### src/rtl/corelet_pkg.sv
// Shared types for the corelet sequencer: FSM states, array instruction encoding
// and the counter-width helper.
package corelet_pkg;

    typedef enum logic [2:0] {
        IDLE, LOAD_W, KERNEL, LOAD_A, EXEC, DRAIN, DONE
    } state_e;

    localparam int INST_W        = 2;
    localparam int INST_LOAD_BIT = 0;
    localparam int INST_EXEC_BIT = 1;

    typedef logic [INST_W-1:0] inst_t;

    localparam inst_t INST_NONE = 2'b00;
    localparam inst_t INST_LOAD = 2'b01;
    localparam inst_t INST_EXEC = 2'b10;

    // Wide enough for num_vec + ROW + COL - 1 at the largest num_vec.
    function automatic int cnt_width(int len_w, int row, int col);
        return $clog2((1 << len_w) + row + col + 1);
    endfunction

endpackage

### src/rtl/corelet_seq_if.sv
// Control/handshake bundle between the corelet sequencer and its SRAM, L0,
// PE array and output FIFO.
interface corelet_seq_if #(
    parameter int ADDR_W = 11,
    parameter int LEN_W  = 8
);
    logic              start;
    logic              mode;
    logic [LEN_W-1:0]  num_vec;
    logic [ADDR_W-1:0] base_addr;
    logic              l0_full;
    logic              ofifo_valid;
    logic              mem_rd;
    logic [ADDR_W-1:0] mem_addr;
    logic              l0_wr;
    logic              inst_load;
    logic              inst_exec;
    logic              ofifo_rd;
    logic              busy;
    logic              done;

    modport master (
        output start, mode, num_vec, base_addr, l0_full, ofifo_valid,
        input  mem_rd, mem_addr, l0_wr, inst_load, inst_exec, ofifo_rd, busy, done
    );

    modport slave (
        input  start, mode, num_vec, base_addr, l0_full, ofifo_valid,
        output mem_rd, mem_addr, l0_wr, inst_load, inst_exec, ofifo_rd, busy, done
    );
endinterface

### src/rtl/seq_rd_issuer.sv
// Stall-aware SRAM read issuer: streams a burst of contiguous reads into L0,
// holding off while L0 is almost full; each read lands in L0 one cycle later.
module seq_rd_issuer #(
    parameter int ADDR_W = 11,
    parameter int CNT_W  = 9
) (
    input  logic              clk,
    input  logic              reset,
    input  logic              ld,
    input  logic [CNT_W-1:0]  ld_cnt,
    input  logic [ADDR_W-1:0] ld_base,
    input  logic              l0_full,
    output logic              mem_rd,
    output logic [ADDR_W-1:0] mem_addr,
    output logic              l0_wr,
    output logic              last_wr
);
    logic [CNT_W-1:0]  rem_q, rem_d;
    logic [ADDR_W-1:0] addr_q, addr_d;
    logic              l0_wr_q, l0_wr_d;

    assign mem_rd   = (rem_q != '0) && !l0_full;
    assign mem_addr = addr_q;
    assign l0_wr    = l0_wr_q;
    // The final L0 write is the one that follows the read that emptied the burst.
    assign last_wr  = l0_wr_q && (rem_q == '0);

    always_comb begin
        rem_d   = rem_q;
        addr_d  = addr_q;
        l0_wr_d = mem_rd;
        if (ld) begin
            rem_d  = ld_cnt;
            addr_d = ld_base;
        end else if (mem_rd) begin
            rem_d  = rem_q - CNT_W'(1);
            addr_d = addr_q + ADDR_W'(1);
        end
    end

    always_ff @(posedge clk) begin
        if (reset) begin
            rem_q   <= '0;
            addr_q  <= '0;
            l0_wr_q <= 1'b0;
        end else begin
            rem_q   <= rem_d;
            addr_q  <= addr_d;
            l0_wr_q <= l0_wr_d;
        end
    end
endmodule

### src/rtl/corelet_seq.sv
// Corelet sequencer: loads a weight kernel, streams activations, runs the PE
// array and drains the output FIFO for one start request.
module corelet_seq
    import corelet_pkg::*;
#(
    parameter int ROW    = 8,
    parameter int COL    = 8,
    parameter int ADDR_W = 11,
    parameter int LEN_W  = 8
) (
    input logic           clk,
    input logic           reset,
    corelet_seq_if.slave  bus
);
    localparam int CNT_W = cnt_width(LEN_W, ROW, COL);
    localparam logic [CNT_W-1:0] FILL = CNT_W'(ROW + COL - 1);

    state_e            state_q, state_d;
    logic              mode_q, mode_d;
    logic [LEN_W-1:0]  nv_q, nv_d;
    logic [ADDR_W-1:0] base_q, base_d;
    logic [CNT_W-1:0]  cyc_q, cyc_d;
    logic [LEN_W-1:0]  pop_q, pop_d;
    inst_t             inst_q, inst_d;
    logic              busy_q, busy_d;
    logic              done_q, done_d;

    logic              ld;
    logic [CNT_W-1:0]  ld_cnt;
    logic [ADDR_W-1:0] ld_base;
    logic              last_wr;

    seq_rd_issuer #(.ADDR_W(ADDR_W), .CNT_W(CNT_W)) u_rd (
        .clk      (clk),
        .reset    (reset),
        .ld       (ld),
        .ld_cnt   (ld_cnt),
        .ld_base  (ld_base),
        .l0_full  (bus.l0_full),
        .mem_rd   (bus.mem_rd),
        .mem_addr (bus.mem_addr),
        .l0_wr    (bus.l0_wr),
        .last_wr  (last_wr)
    );

    assign bus.ofifo_rd  = (state_q == DRAIN) && bus.ofifo_valid && (pop_q != nv_q);
    assign bus.inst_load = inst_q[INST_LOAD_BIT];
    assign bus.inst_exec = inst_q[INST_EXEC_BIT];
    assign bus.busy      = busy_q;
    assign bus.done      = done_q;

    always_comb begin
        state_d = state_q;
        mode_d  = mode_q;
        nv_d    = nv_q;
        base_d  = base_q;
        cyc_d   = cyc_q;
        pop_d   = pop_q;
        ld      = 1'b0;
        ld_cnt  = '0;
        ld_base = base_q;
        case (state_q)
            IDLE: if (bus.start) begin
                mode_d  = bus.mode;
                nv_d    = bus.num_vec;
                base_d  = bus.base_addr;
                ld_base = bus.base_addr;
                if (!bus.mode) begin
                    state_d = LOAD_W;
                    ld      = 1'b1;
                    ld_cnt  = CNT_W'(COL);
                end else if (bus.num_vec == '0) begin
                    state_d = DONE;
                end else begin
                    state_d = LOAD_A;
                    ld      = 1'b1;
                    ld_cnt  = CNT_W'(bus.num_vec);
                end
            end
            LOAD_W: if (last_wr) begin
                state_d = KERNEL;
                cyc_d   = FILL;
            end
            KERNEL: if (cyc_q == CNT_W'(1)) begin
                if (nv_q == '0) begin
                    state_d = DONE;
                end else begin
                    // Activations sit directly after the weight kernel.
                    state_d = LOAD_A;
                    ld      = 1'b1;
                    ld_cnt  = CNT_W'(nv_q);
                    ld_base = mode_q ? base_q : base_q + ADDR_W'(COL);
                end
            end else begin
                cyc_d = cyc_q - CNT_W'(1);
            end
            LOAD_A: if (last_wr) begin
                state_d = EXEC;
                cyc_d   = CNT_W'(nv_q) + FILL;
            end
            EXEC: if (cyc_q == CNT_W'(1)) begin
                state_d = DRAIN;
                pop_d   = '0;
            end else begin
                cyc_d = cyc_q - CNT_W'(1);
            end
            DRAIN: if (bus.ofifo_rd) begin
                pop_d = pop_q + LEN_W'(1);
                if (pop_q + LEN_W'(1) == nv_q) state_d = DONE;
            end
            DONE:    state_d = IDLE;
            default: state_d = IDLE;
        endcase
        inst_d = (state_d == KERNEL) ? INST_LOAD :
                 (state_d == EXEC)   ? INST_EXEC : INST_NONE;
        busy_d = (state_d != IDLE);
        done_d = (state_d == DONE);
    end

    always_ff @(posedge clk) begin
        if (reset) begin
            state_q <= IDLE;
            mode_q  <= 1'b0;
            nv_q    <= '0;
            base_q  <= '0;
            cyc_q   <= '0;
            pop_q   <= '0;
            inst_q  <= INST_NONE;
            busy_q  <= 1'b0;
            done_q  <= 1'b0;
        end else begin
            state_q <= state_d;
            mode_q  <= mode_d;
            nv_q    <= nv_d;
            base_q  <= base_d;
            cyc_q   <= cyc_d;
            pop_q   <= pop_d;
            inst_q  <= inst_d;
            busy_q  <= busy_d;
            done_q  <= done_d;
        end
    end
endmodule

### src/flat_wrapper.sv
// flat-port wrapper written by rule: the top's interface ports become plain ports
module corelet_seq_flat import corelet_pkg::*;
#(
    parameter int ROW    = 8,
    parameter int COL    = 8,
    parameter int ADDR_W = 11,
    parameter int LEN_W  = 8
)
  (clk, reset, bus_start, bus_mode, bus_num_vec, bus_base_addr, bus_l0_full, bus_ofifo_valid, bus_mem_rd, bus_mem_addr, bus_l0_wr, bus_inst_load, bus_inst_exec, bus_ofifo_rd, bus_busy, bus_done);
  corelet_seq_if #(.ADDR_W(ADDR_W), .LEN_W(LEN_W)) bus_i ();
  input logic clk;
  input logic reset;
  input wire logic [$bits(bus_i.start)-1:0] bus_start;
  input wire logic [$bits(bus_i.mode)-1:0] bus_mode;
  input wire logic [$bits(bus_i.num_vec)-1:0] bus_num_vec;
  input wire logic [$bits(bus_i.base_addr)-1:0] bus_base_addr;
  input wire logic [$bits(bus_i.l0_full)-1:0] bus_l0_full;
  input wire logic [$bits(bus_i.ofifo_valid)-1:0] bus_ofifo_valid;
  output wire logic [$bits(bus_i.mem_rd)-1:0] bus_mem_rd;
  output wire logic [$bits(bus_i.mem_addr)-1:0] bus_mem_addr;
  output wire logic [$bits(bus_i.l0_wr)-1:0] bus_l0_wr;
  output wire logic [$bits(bus_i.inst_load)-1:0] bus_inst_load;
  output wire logic [$bits(bus_i.inst_exec)-1:0] bus_inst_exec;
  output wire logic [$bits(bus_i.ofifo_rd)-1:0] bus_ofifo_rd;
  output wire logic [$bits(bus_i.busy)-1:0] bus_busy;
  output wire logic [$bits(bus_i.done)-1:0] bus_done;
  assign bus_i.start = bus_start;
  assign bus_i.mode = bus_mode;
  assign bus_i.num_vec = bus_num_vec;
  assign bus_i.base_addr = bus_base_addr;
  assign bus_i.l0_full = bus_l0_full;
  assign bus_i.ofifo_valid = bus_ofifo_valid;
  assign bus_mem_rd = bus_i.mem_rd;
  assign bus_mem_addr = bus_i.mem_addr;
  assign bus_l0_wr = bus_i.l0_wr;
  assign bus_inst_load = bus_i.inst_load;
  assign bus_inst_exec = bus_i.inst_exec;
  assign bus_ofifo_rd = bus_i.ofifo_rd;
  assign bus_busy = bus_i.busy;
  assign bus_done = bus_i.done;
  corelet_seq #(.ROW(ROW), .COL(COL), .ADDR_W(ADDR_W), .LEN_W(LEN_W)) u_core (.clk(clk), .reset(reset), .bus(bus_i));
endmodule
### config.mk
export PLATFORM = sky130hd
export DESIGN_NAME = corelet_seq_flat
export DESIGN_NICKNAME = d
export VERILOG_FILES = /design/src/rtl/corelet_pkg.sv /design/src/rtl/corelet_seq_if.sv /design/src/rtl/seq_rd_issuer.sv /design/src/rtl/corelet_seq.sv /design/src/flat_wrapper.sv
export SDC_FILE = /design/constraint.sdc
export NUM_CORES = 1
export LEC_CHECK = 0
export BUFFER_PORTS_ARGS = -buffer_cell sky130_fd_sc_hd__buf_2
export CAP_MARGIN = 20
export CORE_ASPECT_RATIO = 1.4
export CORE_MARGIN = 2
export CORE_UTILIZATION = 30
export CTS_CLUSTER_DIAMETER = 80
export DETAILED_ROUTE_END_ITERATION = 10
export PLACE_DENSITY = 0.56
export SYNTH_ARGS = -nofsm -noshare
export SYNTH_HDL_FRONTEND = slang
export SYNTH_HIERARCHICAL = 1
export SYNTH_SLANG_ARGS = --single-unit
export TNS_END_PERCENT = 100
### constraint.sdc
create_clock -name clk -period 5.9 [get_ports clk]
set_input_delay 0.885 -clock clk [delete_from_list [all_inputs] [get_ports clk]]
set_output_delay 0.885 -clock clk [all_outputs]
set_load 0.1 [all_outputs]
==> run_results.csv <==
group,metric,value,unit
worst_setup_path,reg2reg_slack,2.28,ns
clocking,cts_setup_buffers,0,
finish,drive_gt1_share,16.8,%
timing,whs,0.463,ns
yosys,synthTopCellsByCount,"nand2_1, dfxtp_1, a21oi_1",
routing,first_pass_iters,5,
die,die_h,144,um
routing,wl_per_cell,16.2,um
die,die_area,15000,um2
clocking,clk_latency,0.34,ns
finish,final_cells,739,
status,status,"finished clean",
worst_setup_path,crit_path_max_fanout,29,
clocking,cts_hold_buf,0,
timing,max_slew_margin,43.7,%
die,io_pins,43,
worst_setup_path,required,6.12,ns
timing,period_needed,3.62,ns
clocking,cts_tree,"built",
pwr,ir_drop,0.000286,V
timing,tns,0,ns
yosys,synth.area.top_cells,"dfxtp_1, nand2_1, a21oi_1",
timing,grt_setup_unrepaired,"false",
global_routing,grt_pass1_vias,3887,
routing,initialDrtViolationCount,268,
finish,multi_input_area,2670,um2
clocking,cts-resized-gates,0,
worst_setup_path,rr_startpoint,"u_core/state_q[1]$_SDFF_PP0_",
worst_setup_path,cp_slowest_cell,"dfxtp_1",
finish,final_util,34.8,%
routing,vias,4117,
global_routing,grt_use_total,16.1,%
pwr,combPwrFrac,37.4,%
finish,fillers,1497,
die,core_area,13800,um2
pwr,p_per_area,366,nW/um2
timing,setup_violations,0,
yosys,syn-num-nets,563,
flow_run,max_cap_violations,0,
worst_setup_path,crit_path_end_kind,"flip-flop",
worst_setup_path,cp-startpoint,"u_core/state_q[1]$_SDFF_PP0_",
yosys,syn_inst,531,
routing,vias_per_cell,5.57,
worst_setup_path,startpoint_type,"flip-flop",
yosys,ys_warn_count,6,
yosys,yosys.area.top_type,"dfxtp_1",
worst_setup_path,r2r-end,"u_core/u_rd/mem_addr[2]$_SDFFE_PP0P_",
min_path,hold_depth,2,
timing,tightest_slew,0.845,ns
place,postPlaceCellArea,4510,um2
global_routing,grt_pass1_wl,19.4,mm
worst_setup_path,critPathMaxStageDelay,0.72,ns
worst_setup_path,cp.arrival,3.84,ns
finish,antenna_cells,0,
timing,setup_ws,2.28,ns
yosys,yosysMostFrequentCell,"nand2_1",
clocking,htreeDepth,3,
finish,seq_area,1300,um2
routing,drtAntennaViolNets,0,
pwr,p_sw_share,42.1,%
finish,fin_area,4790,um2
timing,post-route-period-util,61.4,%
yosys,synth.distinct_cells,74,
worst_setup_path,crit_chain,"or3b_2, nor4_4, a22oi_1, inv_1, inv_1, and4_1, a2111oi_0",
yosys,synth_area,4200,um2
place,dp_hpwl,8.67,mm
yosys,synth-main-ff-cell,"dfxtp_1",
yosys,synth-seq-area-share,31.0,%
timing,clock-skew-final,0.00663,ns
worst_setup_path,critPathKind,"reg -> reg",
min_path,hold_path.startpoint,"u_core/base_q[0]$_SDFFE_PP0P_",
worst_setup_path,reg2regPathDepth,7,
place,place_inst,724,
place,dp_slack,2.29,ns
finish,fin_nets,582,
yosys,synth_edf_count,0,
worst_setup_path,crit_top_cell,"inv_1",
clocking,cts.sinks,65,
timing,max_freq,276,MHz
pwr,p_clk_share,29.1,%
timing,hold_viol,0,
routing,wl,12.0,mm
routing,met1_length,5.07,mm
yosys,syn_avg_cell_area,7.91,um2
clocking,root_buffer,"clkbuf_16",
die,num_rows,51,
routing,wl_met2,6.03,mm
yosys,synth_top_area_share,31.0,%
pwr,p_sw,0.739,mW
die,die_width,104,um
min_path,hp-class,"reg -> reg",
clocking,clk_pin_slew_worst_paths,0.05,ns
die,start_util,30.5,%
pwr,power_leakage,1.77,nW
global_routing,overflow,0,
place,io_buffers,42,
pwr,seqPwrFrac,33.4,%
global_routing,antenna_found_initial,0,
routing,routed-wl-met3,528,um
clocking,cts-buffers-inserted,9,
timing,slew_violations,0,
finish,area_growth_syn_to_layout,14.1,%
routing,post-route-drc-count,0,
clocking,clk_path_buf_depth,2,
place,place_congestion,0.866,
yosys,synth_seq_cells,65,
routing,top_layer_used,"met4",
global_routing,grt_max_degree,47,
min_path,holdPathEnd,"u_core/base_q[0]$_SDFFE_PP0P_",
pwr,power.internal,1.02,mW
yosys,postSynth.asyncResetShare,0,%
pwr,power,1.76,mW
==> worst max-delay path by stage <==
stage	to	slack [ns]	cells after the start
3_5_place_dp	u_core/u_rd/mem_addr[2]$_SDFFE_PP0P_	2.29	7
2_1_floorplan	u_core/u_rd/rem_q[8]$_SDFFE_PP0P_	3.20	12
5_1_grt	u_core/u_rd/mem_addr[2]$_SDFFE_PP0P_	1.92	7
4_1_cts	u_core/u_rd/mem_addr[2]$_SDFFE_PP0P_	2.30	7
6_report	u_core/u_rd/mem_addr[2]$_SDFFE_PP0P_	2.28	7
3_3_place_gp	u_core/u_rd/mem_addr[2]$_SDFFE_PP0P_	2.43	7
==> critical path: cells and delay by family, from the launching register on <==
| kind | cells | cell delay (ns) |
|---|---|---|
| AOI/OAI and AO/OA | 2 | 0.50 |
| buffers and inverters | 2 | 0.88 |
| and+or+nand+nor | 3 | 1.39 |
| DFF | 1 | 0.72 |
==> registers in the layout (all words and copies together) (netlist names) <==
register / cells
u_core/base_q: 11
u_core/bus.busy: 1
u_core/bus.done: 1
u_core/cyc_q: 9
u_core/inst_q: 2
u_core/mode_q: 1
u_core/nv_q: 8
u_core/pop_q: 8
u_core/state_q: 3
u_core/u_rd/l0_wr: 1
u_core/u_rd/mem_addr: 11
u_core/u_rd/rem_q: 9
==> layout make-up <==
type | count | share of cell area (%)
Multi-Input combinational cell | 409 | 55.6
Timing Repair Buffer | 46 | 5.01
Sequential cell | 65 | 27.1
Tap cell | 185 | 4.83
Clock inverter | 2 | 0.261
Inverter | 19 | 1.49
Clock buffer | 13 | 5.64
==> kinds of logic (layout without fill, tap and decap cells) <==
family / Yosys count / after routing / share of synthesized area (%)
compound gates: 150 / 150 / 25.4
xor+xnor: 23 / 23 / 4.79
fa+ha+maj: 7 / 7 / 2.08
buf+inv: 57 / 80 / 5.72
flops: 65 / 65 / 31.0
mux: 9 / 9 / 2.14
other cells: 1 / 1 / 0.0892
simple gates: 219 / 219 / 28.8
==> power groups by stage <==
stage	combinational, mW	sequential [mW]	clock [mW]
final	0.658	0.587	0.512
after detailed placement	0.656	0.593	0
after global routing	0.713	0.599	0.541
after CTS	0.658	0.585	0.523
after global placement	0.649	0.591	0
after floorplan	0.415	0.698	0
==> cell usage in the layout, fill, tap and decap left out, drive strengths merged, types with 3 or more instances in the layout <==
master   instances
a2111oi          4
a211oi           9
a21oi           48
a22o             7
a311oi          12
a31o             4
and2             8
and3             4
buf             46
clkbuf          13
dfxtp           65
ha               7
inv             19
mux2i            9
nand2           72
nand2b           5
nand3           13
nand4           10
nor2            36
nor2b            3
nor3            12
nor3b            7
nor4             9
nor4b            4
o2111ai          3
o211ai           5
o21ai           17
o221ai           4
o22ai            9
o31a             4
o31ai            6
or2              4
or3              9
or3b             4
or4             11
xnor2           16
xor2             7
==> per-layer routing <==
layer / vias to the layer above / track usage, %
li1: 2003 / -
met3: 26 / 2.75
met2: 130 / 28.4
met1: 1958 / 18.9
met4: 0 / 8.46
met5: - / 0
No activity file was read; power rests on OpenSTA's default activity.
